### src/rtl/tl_pkg.sv
// Shared types and constants for the traffic light sequencer: phase codes,
// one-hot lamp encodings {R,Y,G} and default phase durations in Enable ticks.
package tl_pkg;

  typedef enum logic [2:0] {
    AR_NS = 3'd0,
    NS_G  = 3'd1,
    NS_Y  = 3'd2,
    AR_EW = 3'd3,
    EW_G  = 3'd4,
    EW_Y  = 3'd5
  } phase_e;

  localparam logic [2:0] LAMP_R = 3'b100;
  localparam logic [2:0] LAMP_Y = 3'b010;
  localparam logic [2:0] LAMP_G = 3'b001;

  localparam logic [3:0] G_TIME_DEF = 4'd10;
  localparam logic [3:0] Y_TIME_DEF = 4'd3;
  localparam logic [3:0] R_TIME_DEF = 4'd1;

endpackage

### src/rtl/phase_timer.sv
// 4-bit phase residency counter: synchronous clear has priority, then it
// counts on cnt_i unless sat_i holds the current value.
module phase_timer (
  input  logic       clk_i,
  input  logic       clr_i,
  input  logic       cnt_i,
  input  logic       sat_i,
  output logic [3:0] count_o
);

  logic [3:0] count_q;

  always_ff @(posedge clk_i) begin
    if (clr_i)
      count_q <= 4'd0;
    else if (cnt_i && !sat_i)
      count_q <= count_q + 4'd1;
  end

  assign count_o = count_q;

endmodule

### src/rtl/traffic_light_sequencer.sv
// Six-phase two-way intersection sequencer timed in Enable ticks; main road
// green holds until demand. Optional pedestrian walk under TL_PED_WALK_EN.
module traffic_light_sequencer
  import tl_pkg::*;
#(
  parameter logic [3:0] G_TIME = G_TIME_DEF,
  parameter logic [3:0] Y_TIME = Y_TIME_DEF,
  parameter logic [3:0] R_TIME = R_TIME_DEF
) (
  input  logic       Clk,
  input  logic       Clear_n,
  input  logic       Enable,
  input  logic       EW_Sense,
  output logic [2:0] NS_Light,
  output logic [2:0] EW_Light,
  output logic [2:0] Phase
`ifdef TL_PED_WALK_EN
  ,
  input  logic       Ped_Req,
  output logic       Walk
`endif
);

  phase_e     phase_q, phase_d, phaseNext;
  logic [3:0] tmrVal, dur;
  logic       tmrClr, tmrCnt, tmrSat, isLast, illegal, demand;

  phase_timer u_timer (
    .clk_i  (Clk),
    .clr_i  (tmrClr),
    .cnt_i  (tmrCnt),
    .sat_i  (tmrSat),
    .count_o(tmrVal)
  );

  always_ff @(posedge Clk) begin
    if (!Clear_n)
      phase_q <= AR_NS;
    else
      phase_q <= phase_d;
  end

  // Duration and successor of the current phase; codes 6/7 are flagged illegal.
  always_comb begin
    dur       = R_TIME;
    phaseNext = AR_NS;
    illegal   = 1'b0;
    case (phase_q)
      AR_NS:   begin dur = R_TIME; phaseNext = NS_G;  end
      NS_G:    begin dur = G_TIME; phaseNext = NS_Y;  end
      NS_Y:    begin dur = Y_TIME; phaseNext = AR_EW; end
      AR_EW:   begin dur = R_TIME; phaseNext = EW_G;  end
      EW_G:    begin dur = G_TIME; phaseNext = EW_Y;  end
      EW_Y:    begin dur = Y_TIME; phaseNext = AR_NS; end
      default: illegal = 1'b1;
    endcase
  end

  assign isLast = (tmrVal == dur - 4'd1);

  always_comb begin
    phase_d = phase_q;
    tmrClr  = 1'b0;
    tmrCnt  = 1'b0;
    tmrSat  = 1'b0;
    if (illegal) begin
      phase_d = AR_NS;
      tmrClr  = 1'b1;
    end else if (Enable) begin
      if (!isLast) begin
        tmrCnt = 1'b1;
      end else if (phase_q == NS_G && !demand) begin
        tmrCnt = 1'b1;
        tmrSat = 1'b1;
      end else begin
        phase_d = phaseNext;
        tmrClr  = 1'b1;
      end
    end
    if (!Clear_n)
      tmrClr = 1'b1;
  end

  always_comb begin
    NS_Light = LAMP_R;
    EW_Light = LAMP_R;
    case (phase_q)
      NS_G:    NS_Light = LAMP_G;
      NS_Y:    NS_Light = LAMP_Y;
      EW_G:    EW_Light = LAMP_G;
      EW_Y:    EW_Light = LAMP_Y;
      default: ;
    endcase
  end

  assign Phase = phase_q;

`ifdef TL_PED_WALK_EN
  logic pending_q, walk_q, enterEwG, leaveEwG;

  assign enterEwG = (phase_q == AR_EW) && (phase_d == EW_G);
  assign leaveEwG = (phase_q == EW_G) && (phase_d != EW_G);

  // A request coinciding with EW_G entry goes straight into Walk.
  always_ff @(posedge Clk) begin
    if (!Clear_n) begin
      pending_q <= 1'b0;
      walk_q    <= 1'b0;
    end else if (enterEwG) begin
      walk_q    <= pending_q | Ped_Req;
      pending_q <= 1'b0;
    end else begin
      pending_q <= pending_q | Ped_Req;
      if (leaveEwG)
        walk_q <= 1'b0;
    end
  end

  assign demand = EW_Sense | pending_q;
  assign Walk   = walk_q;
`else
  assign demand = EW_Sense;
`endif

endmodule

### config.mk
export PLATFORM = sky130hd
export DESIGN_NAME = traffic_light_sequencer
export DESIGN_NICKNAME = d
export VERILOG_FILES = /design/src/rtl/tl_pkg.sv /design/src/rtl/phase_timer.sv /design/src/rtl/traffic_light_sequencer.sv
export SDC_FILE = /design/constraint.sdc
export NUM_CORES = 1
export LEC_CHECK = 0
export BUFFER_PORTS_ARGS = -buffer_cell sky130_fd_sc_hd__buf_4
export CAP_MARGIN = 20
export CORE_MARGIN = 4
export CORE_UTILIZATION = 30
export DETAILED_ROUTE_END_ITERATION = 12
export PLACE_DENSITY = 0.59
export SYNTH_ARGS = -nofsm -noshare
export SYNTH_HDL_FRONTEND = slang
export SYNTH_SLANG_ARGS = --single-unit
### constraint.sdc
create_clock -name Clk -period 4.7 [get_ports Clk]
set_clock_uncertainty 0.15 [all_clocks]
set_input_delay 0.235 -clock Clk [delete_from_list [all_inputs] [get_ports Clk]]
set_output_delay 0.235 -clock Clk [all_outputs]
set_load 0.05 [all_outputs]
## After elaboration in Yosys (flattened, before gate mapping)

Index checks and enable logic that the tools add are counted.

- Reductions and logical operators: 10
- Add/subtract/negate cells: 2
- Equal/unequal tests: 6
- Muxes and demuxes: 16
- Bitwise operators: 1

Operators by type and width:

| operator | number |
|---|---|
| 3-bit one-hot mux with 5 select lines | 1 |
| 1-bit two-way mux | 12 |
| 3-bit one-hot mux with 2 select lines | 2 |
| 4-bit one-hot mux with 2 select lines | 1 |
| 3-bit by 2-bit equality test with 1-bit output, second input constant | 2 |
| 3-bit equality test, second input constant | 2 |
| 6-bit OR reduction | 1 |
| 4-bit by 1-bit adder with 4-bit output, second input constant | 1 |
| 4-bit equality test | 1 |
| 2-bit OR reduction | 2 |
| 4-bit by 1-bit subtractor with 4-bit output, second input constant | 1 |
| 3-bit by 1-bit equality test with 1-bit output, second input constant | 1 |
| 3-bit zero test | 1 |
| 3-bit AND reduction | 1 |
| 1-bit logical AND | 2 |
| 1-bit zero test | 2 |
| 2-bit AND reduction | 1 |
| 1-bit NOT | 1 |

- Logic and storage cells: 37
- Bits in registers: 7
- Output and inout port bits: 9

## Logic depth before layout (Yosys ltp)

Gate-level depths: netlist of the first run.

- Word-level depth: 10
- Gate-level depth with buffers: 6

## By module

Synthesis of the first run repeated with hierarchy kept, for this count alone.

- Cells, all modules: 67
- Area total of the unflattened synthesis: 605.6 um2

By module, submodules not included:

| module | cells each | area an instance (um2) | sequential area each (um2) | instances |
|---|---|---|---|---|
| traffic_light_sequencer | 50 | 425.4 | 60.1 | 1 |
| phase_timer | 17 | 180.2 | 80.1 | 1 |

## Least setup slack after synthesis of the first run

Ideal clock, no wire load.

- Kind: reg-to-output
- Start point: register phase_q[2], in the netlist Phase[2]
- End point: output EW_Light[0]
- Required time: 4.315 ns
- Slack: 2.328 ns
- Cell stages (with the launch flop): 4
- Data arrival time: 1.987 ns
- Cells stage by stage: dfxtp_1 buf_6 or2b_1 nor2_1

- Word-level cells in the longest chain between the ends: 2
- Elaborated cells on any way between the ends: 3
- Classes of those cells: eq/ne: 2; mux: 1

Ends and longest elaborated chain:

| item | line | RTL |
|---|---|---|
| start, declared | traffic_light_sequencer.sv:24 | `phase_e phase_q, phase_d, phaseNext;` |
| start signal, assigned | traffic_light_sequencer.sv:40 | `phase_q <= phase_d;` |
| 3-bit equality test | traffic_light_sequencer.sv:87 | `case (phase_q)` |
| 3-bit one-hot mux with 2 select lines (*) | traffic_light_sequencer.sv:87 |  |
| end, declared | traffic_light_sequencer.sv:15 | `output logic [2:0] EW_Light,` |

Mark *: on every way between the ends. The rest lies on a longest branch, timed or not.

## Worst setup path after layout of the first run

- Start point: register phase_q[1], in the netlist Phase[1]
- End point: register u_timer.count_q[0], in the netlist u_timer.count_o[0]

- Word-level cells in the longest chain between the ends: 10
- Elaborated cells on any way between the ends: 27
- Classes of those cells: add/sub: 1; eq/ne: 6; mux: 13; reduce/logical: 7

Ends and longest elaborated chain:

| item | line | RTL |
|---|---|---|
| 3-bit equality test, or another cell as far along | traffic_light_sequencer.sv:48 | `case (phase_q)` |
| 2-bit OR reduction (no line) | n/a |  |
| 4-bit one-hot mux with 2 select lines | traffic_light_sequencer.sv:48 |  |
| 4-bit by 1-bit subtractor with 4-bit output | traffic_light_sequencer.sv:59 | `assign isLast = (tmrVal == dur - 4'd1);` |
| 4-bit equality test | traffic_light_sequencer.sv:59 |  |
| 1-bit two-way mux | traffic_light_sequencer.sv:70 | `if (!isLast) begin` |
| 1-bit two-way mux | traffic_light_sequencer.sv:69 | `end else if (Enable) begin` |
| 1-bit two-way mux | traffic_light_sequencer.sv:66 | `if (illegal) begin` |
| 1-bit zero test | phase_timer.sv:16 | `else if (cnt_i && !sat_i)` |
| 1-bit logical AND | phase_timer.sv:16 |  |
| end signal, assigned | phase_timer.sv:17 | `count_q <= count_q + 4'd1;` |
| end, declared | phase_timer.sv:11 | `logic [3:0] count_q;` |

Several ways; a longest one is shown, not always the timed one.
A chain may end at the register's enable or synchronous reset.

==> metrics.md, run 1 <==
| Metric | Value |
|---|---|
| Status | complete, no violations |
| CTS resizes | 0 |
| Clock buffer depth | 2 |
| Area added between synthesis and finish | 21.31% |
| Crit path kind | flop to flop |
| Routed length per instance | 12.35 microns |
| Vias in the first global route | 429 |
| Pre-antenna DRT Iters | 6 |
| Max Fclk | 0.4584 GHz |
| Starting density of the core | 33.15% |
| Post-synth EDFFs | 0 |
| Ys flop type | dfxtp_1 |
| Buffers added on ports | 12 |
| Ports | 13 |
| TritonCTS Buffers | 3 |
| Core area | 0.001559 sq mm |
| Yosys warns | 0 |
| Final Cycle Share | 46.42% |
| Worst endpoint required time | 4730 ps |
| Die W | 49.50 microns |
| Clock root buffer master | clkbuf_4 |
| First DRT Iteration DRCs | 11 |
| Critical path's largest stage delay | 560 ps |
| Drt via density | 5.344 |
| CP delay by family, top | compound AO/OA/AOI/OAI gates |
| Worst path cell trace | nor2_1 > a2111oi_4 > o31ai_2 > or4_1 > a31oi_1 |
| Crit-path max FO | 13 |
| GPL Wtd Cong | 0.7279 |
| Gate power share | 55.1% |
| RSZ-0062 raised after global routing | false |
| Cts hold-fix bufs | 0 |
| Mapped Cells | 64 |
| Worst setup SP type | flop |
| CP Depth | 5 |
| Sequential share of power | 28.4% |
| # DRC | 0 |
| Worst path bufs/invs | 0 |
| Clock Latency Late Sink | 250 ps |
| Number of placed cells counting well taps | 89 |
| CP Capture Point | u_timer.count_o[0] |
| Worst R2R Setup Slack | 2520 ps |
| P_leak | 0.2611 nW |
| Least-Margin Pin Slew | 528.2 ps |
| Register-to-Register Path Depth | 5 |
| Final hold vios | 0 |
| Critical path's slowest cell | dfxtp_1 |
| Top post-synthesis cells by area | dfxtp_1 (27%), mux2i_1 (5.8%), a2111oi_4 (5.3%) |
| Final instance area | 626.9 sq um |
| Tot Pwr | 0.3338 mW |
| CP startpoint | Phase[1] |
| Via count | 497 |
| Hold WC Path Type | input port to flop |
| Placed cell area | 600.6 sq um |
| Initial antenna violation count | 0 |
| Final wirelength | 1149 microns |
| Layout cells sized above 1 | 22.08% |
| Switching power | 0.1660 mW |
| Fin nets | 83 |
| Internal power | 0.1678 mW |
| VDD IR max | 0.1954 mV |
| Post-synth top area share | 27.12% |
| Hpwl dp | 866.3 microns |
| Post-synth top area cell | dfxtp_1 |
| Asr flop ratio synth | 0% |
| Max cap viols | 0 |
| Post-synthesis sequential area ratio | 27.12% |
| Final std cells w/o fill | 93 |
| Final Setup Violations | 0 |
| CTS clk-pin slew, worst paths | 50 ps |
| CTS tree | built |
| Power Density | 532.5 mW/mm^2 |
| Pin count of the biggest net entering global routing | 14 |
| Critical Path AT | 2210 ps |
| Post-CTS Setup Bufs | 0 |
| N_diodes | 0 |
| Post-route ant nets | 0 |
| Tmin final | 2182 ps |
| Final Util | 40.21% |
| Setup TNS Final | 0 ps |
| GRT Residual Overflow | 0 |
| Sw Share | 49.73% |
| Clk sinks | 7 |
| Die height | 49.50 microns |
| RR Startpoint | Phase[1] |
| Mean post-synth cell area | 8.074 sq um |
| Net count of the mapped netlist | 69 |
| Worst r2r dst | u_timer.count_o[0] |
| Slew Limit Fails | 0 |
| Die area | 0.002450 sq mm |
| Htree depth | 1 |
| Syn Std Cell Area | 516.7 sq um |
| GRT Total Usage | 10.66% |
| Clock power frac | 16.5% |
| Post-synth top cells | dfxtp_1 (7), nand2_1 (7), nor2_1 (6) |
| Hold path depth | 3 |
| Yosys reg bits | 7 |
| Critical Path End Type | flop |
| First-pass GRT wire length | 2035 microns |
| Cell variety after synth | 28 |
| # rows | 14 |
| Relative slew slack | 64.29% |
-- worst min path at each step --
| stage | startpoint | end | slack, ps |
|---|---|---|---|
| CTS | EW_Sense | Phase[1] | 110 |
| global placement | u_timer.count_o[2] | u_timer.count_o[2] | 360 |
| global route | EW_Sense | Phase[1] | 140 |
| floorplan | EW_Sense | Phase[1] | 240 |
| finish | EW_Sense | Phase[1] | 120 |
| detailed placement | u_timer.count_o[2] | u_timer.count_o[2] | 360 |
-- area by class of cell --
class	instances	area, sq um
clock buffer	4	26.28
fill	153	932.1
inverter	5	18.77
multi-input combinational	49	331.6
sequential	7	140.1
tap	16	20.02
timing repair buffer	12	90.09
-- power by group through the flow --
stage	logic (mW)	registers, mW	clock network (mW)
6_report	0.184	0.0948	0.0551
3_3_place_gp	0.183	0.0962	0
2_1_floorplan	0.141	0.100	0
4_1_cts	0.184	0.0945	0.0578
3_5_place_dp	0.184	0.0956	0
5_1_grt	0.204	0.0989	0.0615
-- flip-flops by register name, summed over array words and instances, names as in the netlist --
name,flops
u_timer.count_o,4
Phase,3
-- tightest hold or removal path, cell delays in order --
cell     delay, ps
buf_4          120
nand3_1         60
mux2i_1         60
-- metal layers --
metal / part of all wire, % / routed length [microns] / track usage, %
met1: 51 / 587 / 15.02
met2: 43 / 491 / 13.84
met3: 6.1 / 70 / 6.627
met4: 0 / 0 / 1.382
met5: 0 / 0 / 0
-- cells in the final DEF, fill, tap and decap left out --
master	n
nand2_1	7
clkbuf_1	1
ha_1	1
buf_4	12
nor2_1	6
o211a_1	1
o41a_1	1
clkbuf_4	3
nand3_1	5
o211ai_1	1
maj3_1	1
inv_1	5
and3_1	1
or4_1	1
dfxtp_1	7
xnor2_1	2
nand2b_1	1
nor3_1	4
nor4b_1	1
a31oi_1	1
nor3b_1	1
a2111oi_4	1
o31ai_2	1
a21oi_1	2
o21ai_0	3
o2111ai_1	1
mux2i_1	3
or2b_1	1
nand3b_1	2
-- per-stage QoR --
step	setup WS, ps	hold slack (ps)
2_1_floorplan	2328	239.2
3_3_place_gp	2603	355.3
6_report	2518	122.5
5_1_grt	2329	143.6
4_1_cts	2526	112.7
3_5_place_dp	2548	359.6
-- kinds of logic (layout without fill, tap and decap cells) --
family	after synthesis	after routing	synth area share, %
buf+inv	8	21	8.716
compound gates	12	12	21.07
fa+ha+maj	2	2	4.358
xor+xnor	2	2	3.390
flops	7	7	27.12
mux	3	3	5.811
simple gates	30	30	29.54
No activity file was read; power rests on OpenSTA's default activity.
==> run 2: changes to the inputs <==
==> constraint.sdc (replaced) <==
create_clock -name Clk -period 2.1 [get_ports Clk]
set_clock_uncertainty 0.15 [all_clocks]
set_input_delay 0.105 -clock Clk [delete_from_list [all_inputs] [get_ports Clk]]
set_output_delay 0.105 -clock Clk [all_outputs]
set_load 0.05 [all_outputs]
==> run 2 against run 1 <==
Combinational power increased to 2.5 times the previous value. Flip-flop and latch count did not move. Sequential power is 110% higher. Routed wire length up 8.3%. Die area is the same. Cell area up 8.0%. Sequential share of layout area fell by 1.3 points. Worst hold slack got worse by 120 ps. First-iteration DRC count fell by 45%.
==> metrics.md, run 2 (synthesized netlist as in run 1, its figures left out) <==
| Metric | Value |
|---|---|
| Max Fclk | 0.5008 GHz |
| VDD IR max | 0.5564 mV |
| Critical path's slowest cell | or4_1 |
| Final hold vios | 0 |
| Tmin final | 1997 ps |
| M1 wire length | 579 microns |
| Most frequent cells in the layout | buf_4 (16), nand2_1 (7) |
| P_leak | 0.2912 nW |
| Gate power share | 58.4% |
| Hold WC Path Type | input port to flop |
| GRT Residual Overflow | 0 |
| GRT Total Usage | 11.80% |
| Final Cycle Share | 95.09% |
| Die height | 49.50 microns |
| Hpwl dp | 959.4 microns |
| Worst path cell trace | o211a_1 > a2111oi_4 > o31ai_2 > or4_1 > a31oi_1 |
| Clock root buffer master | clkbuf_4 |
| CTS tree | built |
| Most common cell after layout, fill and taps aside | buf_4 |
| Worst endpoint required time | 2150 ps |
| # rows | 14 |
| Drt via density | 5.418 |
| Placed cell area | 635.6 sq um |
| Max cap viols | 0 |
| Relative slew slack | 66.58% |
| Pre-antenna DRT Iters | 5 |
| Clock Latency Late Sink | 270 ps |
| Sequential share of power | 25.1% |
| Ports | 13 |
| Via count | 531 |
| Starting density of the core | 33.15% |
| Status | complete, no violations |
| Power Density | 1172 mW/mm^2 |
| Critical path's largest stage delay | 480 ps |
| First DRT Iteration DRCs | 6 |
| Final instance area | 676.9 sq um |
| Largest register FFs | 4 |
| Buffers added on ports | 12 |
| Clock buffer depth | 2 |
| DR WL met2 | 575 microns |
| Vias in the first global route | 502 |
| Critical Path AT | 2040 ps |
| Worst setup SP type | flop |
| First-pass GRT wire length | 2221 microns |
| # DRC | 0 |
| Layout fillers | 165 |
| N_diodes | 0 |
| Die W | 49.50 microns |
| Met3 wire length | 56 microns |
| Internal power | 0.4043 mW |
| Fin nets | 88 |
| Crit path kind | flop to flop |
| Layout cells sized above 1 | 30.49% |
| Post-place setup slack | 119.8 ps |
| Routed length per instance | 12.69 microns |
| Beginning of the worst hold path | Clear_n |
| Least-Margin Pin Slew | 494.4 ps |
| Htree depth | 1 |
| Switching power | 0.3888 mW |
| Final Setup Violations | 0 |
| GPL Wtd Cong | 0.7478 |
| Post-route ant nets | 0 |
| Critical Path End Type | flop |
| CP startpoint | Phase[2] |
| Crit-path max FO | 10 |
| Initial antenna violation count | 0 |
| Die area | 0.002450 sq mm |
| Area added between synthesis and finish | 30.99% |
| Final wirelength | 1244 microns |
| CTS clk-pin slew, worst paths | 60 ps |
| Setup WS post-layout | 103.2 ps |
| Clk sinks | 7 |
| Slew Limit Fails | 0 |
| Clock power frac | 16.5% |
| Core area | 0.001559 sq mm |
| RR Startpoint | Phase[2] |
| Top Metal Used | met4 |
| WHS | 7.294 ps |
| Pin count of the biggest net entering global routing | 11 |
| Post-CTS Setup Bufs | 0 |
| Sw Share | 49.02% |
| RSZ-0062 raised after global routing | true |
| TritonCTS Buffers | 3 |
==> run 2: path summary, 6_finish.rpt <==
path / endpoint / slack [ps] / cells past startpoint
worst max-delay path: u_timer.count_o[0] / 100 / 5
worst min register to register: u_timer.count_o[2] / 360 / 2
worst min-delay path: Phase[1] / 7 / 3
worst max register to register: u_timer.count_o[0] / 100 / 5
==> run 2: power groups by stage <==
stage / Combinational (mW) / Clock, mW / Sequential, mW
6_report: 0.463 / 0.131 / 0.199
5_1_grt: 0.509 / 0.136 / 0.203
4_1_cts: 0.463 / 0.129 / 0.200
3_5_place_dp: 0.460 / 0 / 0.203
3_3_place_gp: 0.456 / 0 / 0.202
2_1_floorplan: 0.319 / 0 / 0.225
==> run 2: worst max-delay path: cells and delay by family, from the launching register on <==
| family | cells | cell delay, ps |
|---|---|---|
| simple gates | 1 | 480 |
| compound gates | 4 | 920 |
| flops | 1 | 370 |
==> run 2: area by class of cell <==
type                       count  area, sq um  share of cell area (%)
tap                           16        20.02                   2.957
multi-input combinational     49        339.1                   50.09
sequential                     7        142.6                   21.07
clock buffer                   4        26.28                   3.882
timing repair buffer          17        130.1                   19.22
inverter                       5        18.77                   2.773
==> run 2: layer usage <==
layer	global-route usage [%]	up-vias
met5	0	-
met4	9.677	0
met3	1.807	3
met2	18.08	17
met1	14.47	241
li1	-	270
==> run 2: what timing repair did <==
| item | in CTS | in global routing |
|---|---|---|
| gates resized for setup | 0 | 1 |
| setup endpoints to repair | 0 | 1 |
| hold buffers | 1 | 0 |
| hold endpoints to repair | 1 | 0 |
==> run 2: per-stage QoR <==
stage	power, mW	TNS (ps)	utilization (%)	std cells
final	0.7931	0	43.42	98
after global routing	0.8481	-5.860	43.42	98
after CTS	0.7919	0	43.10	98
after detailed placement	0.6633	0	40.77	93
after global placement	0.6580	0	40.77	93
after floorplan	0.5442	-170.6	-	64
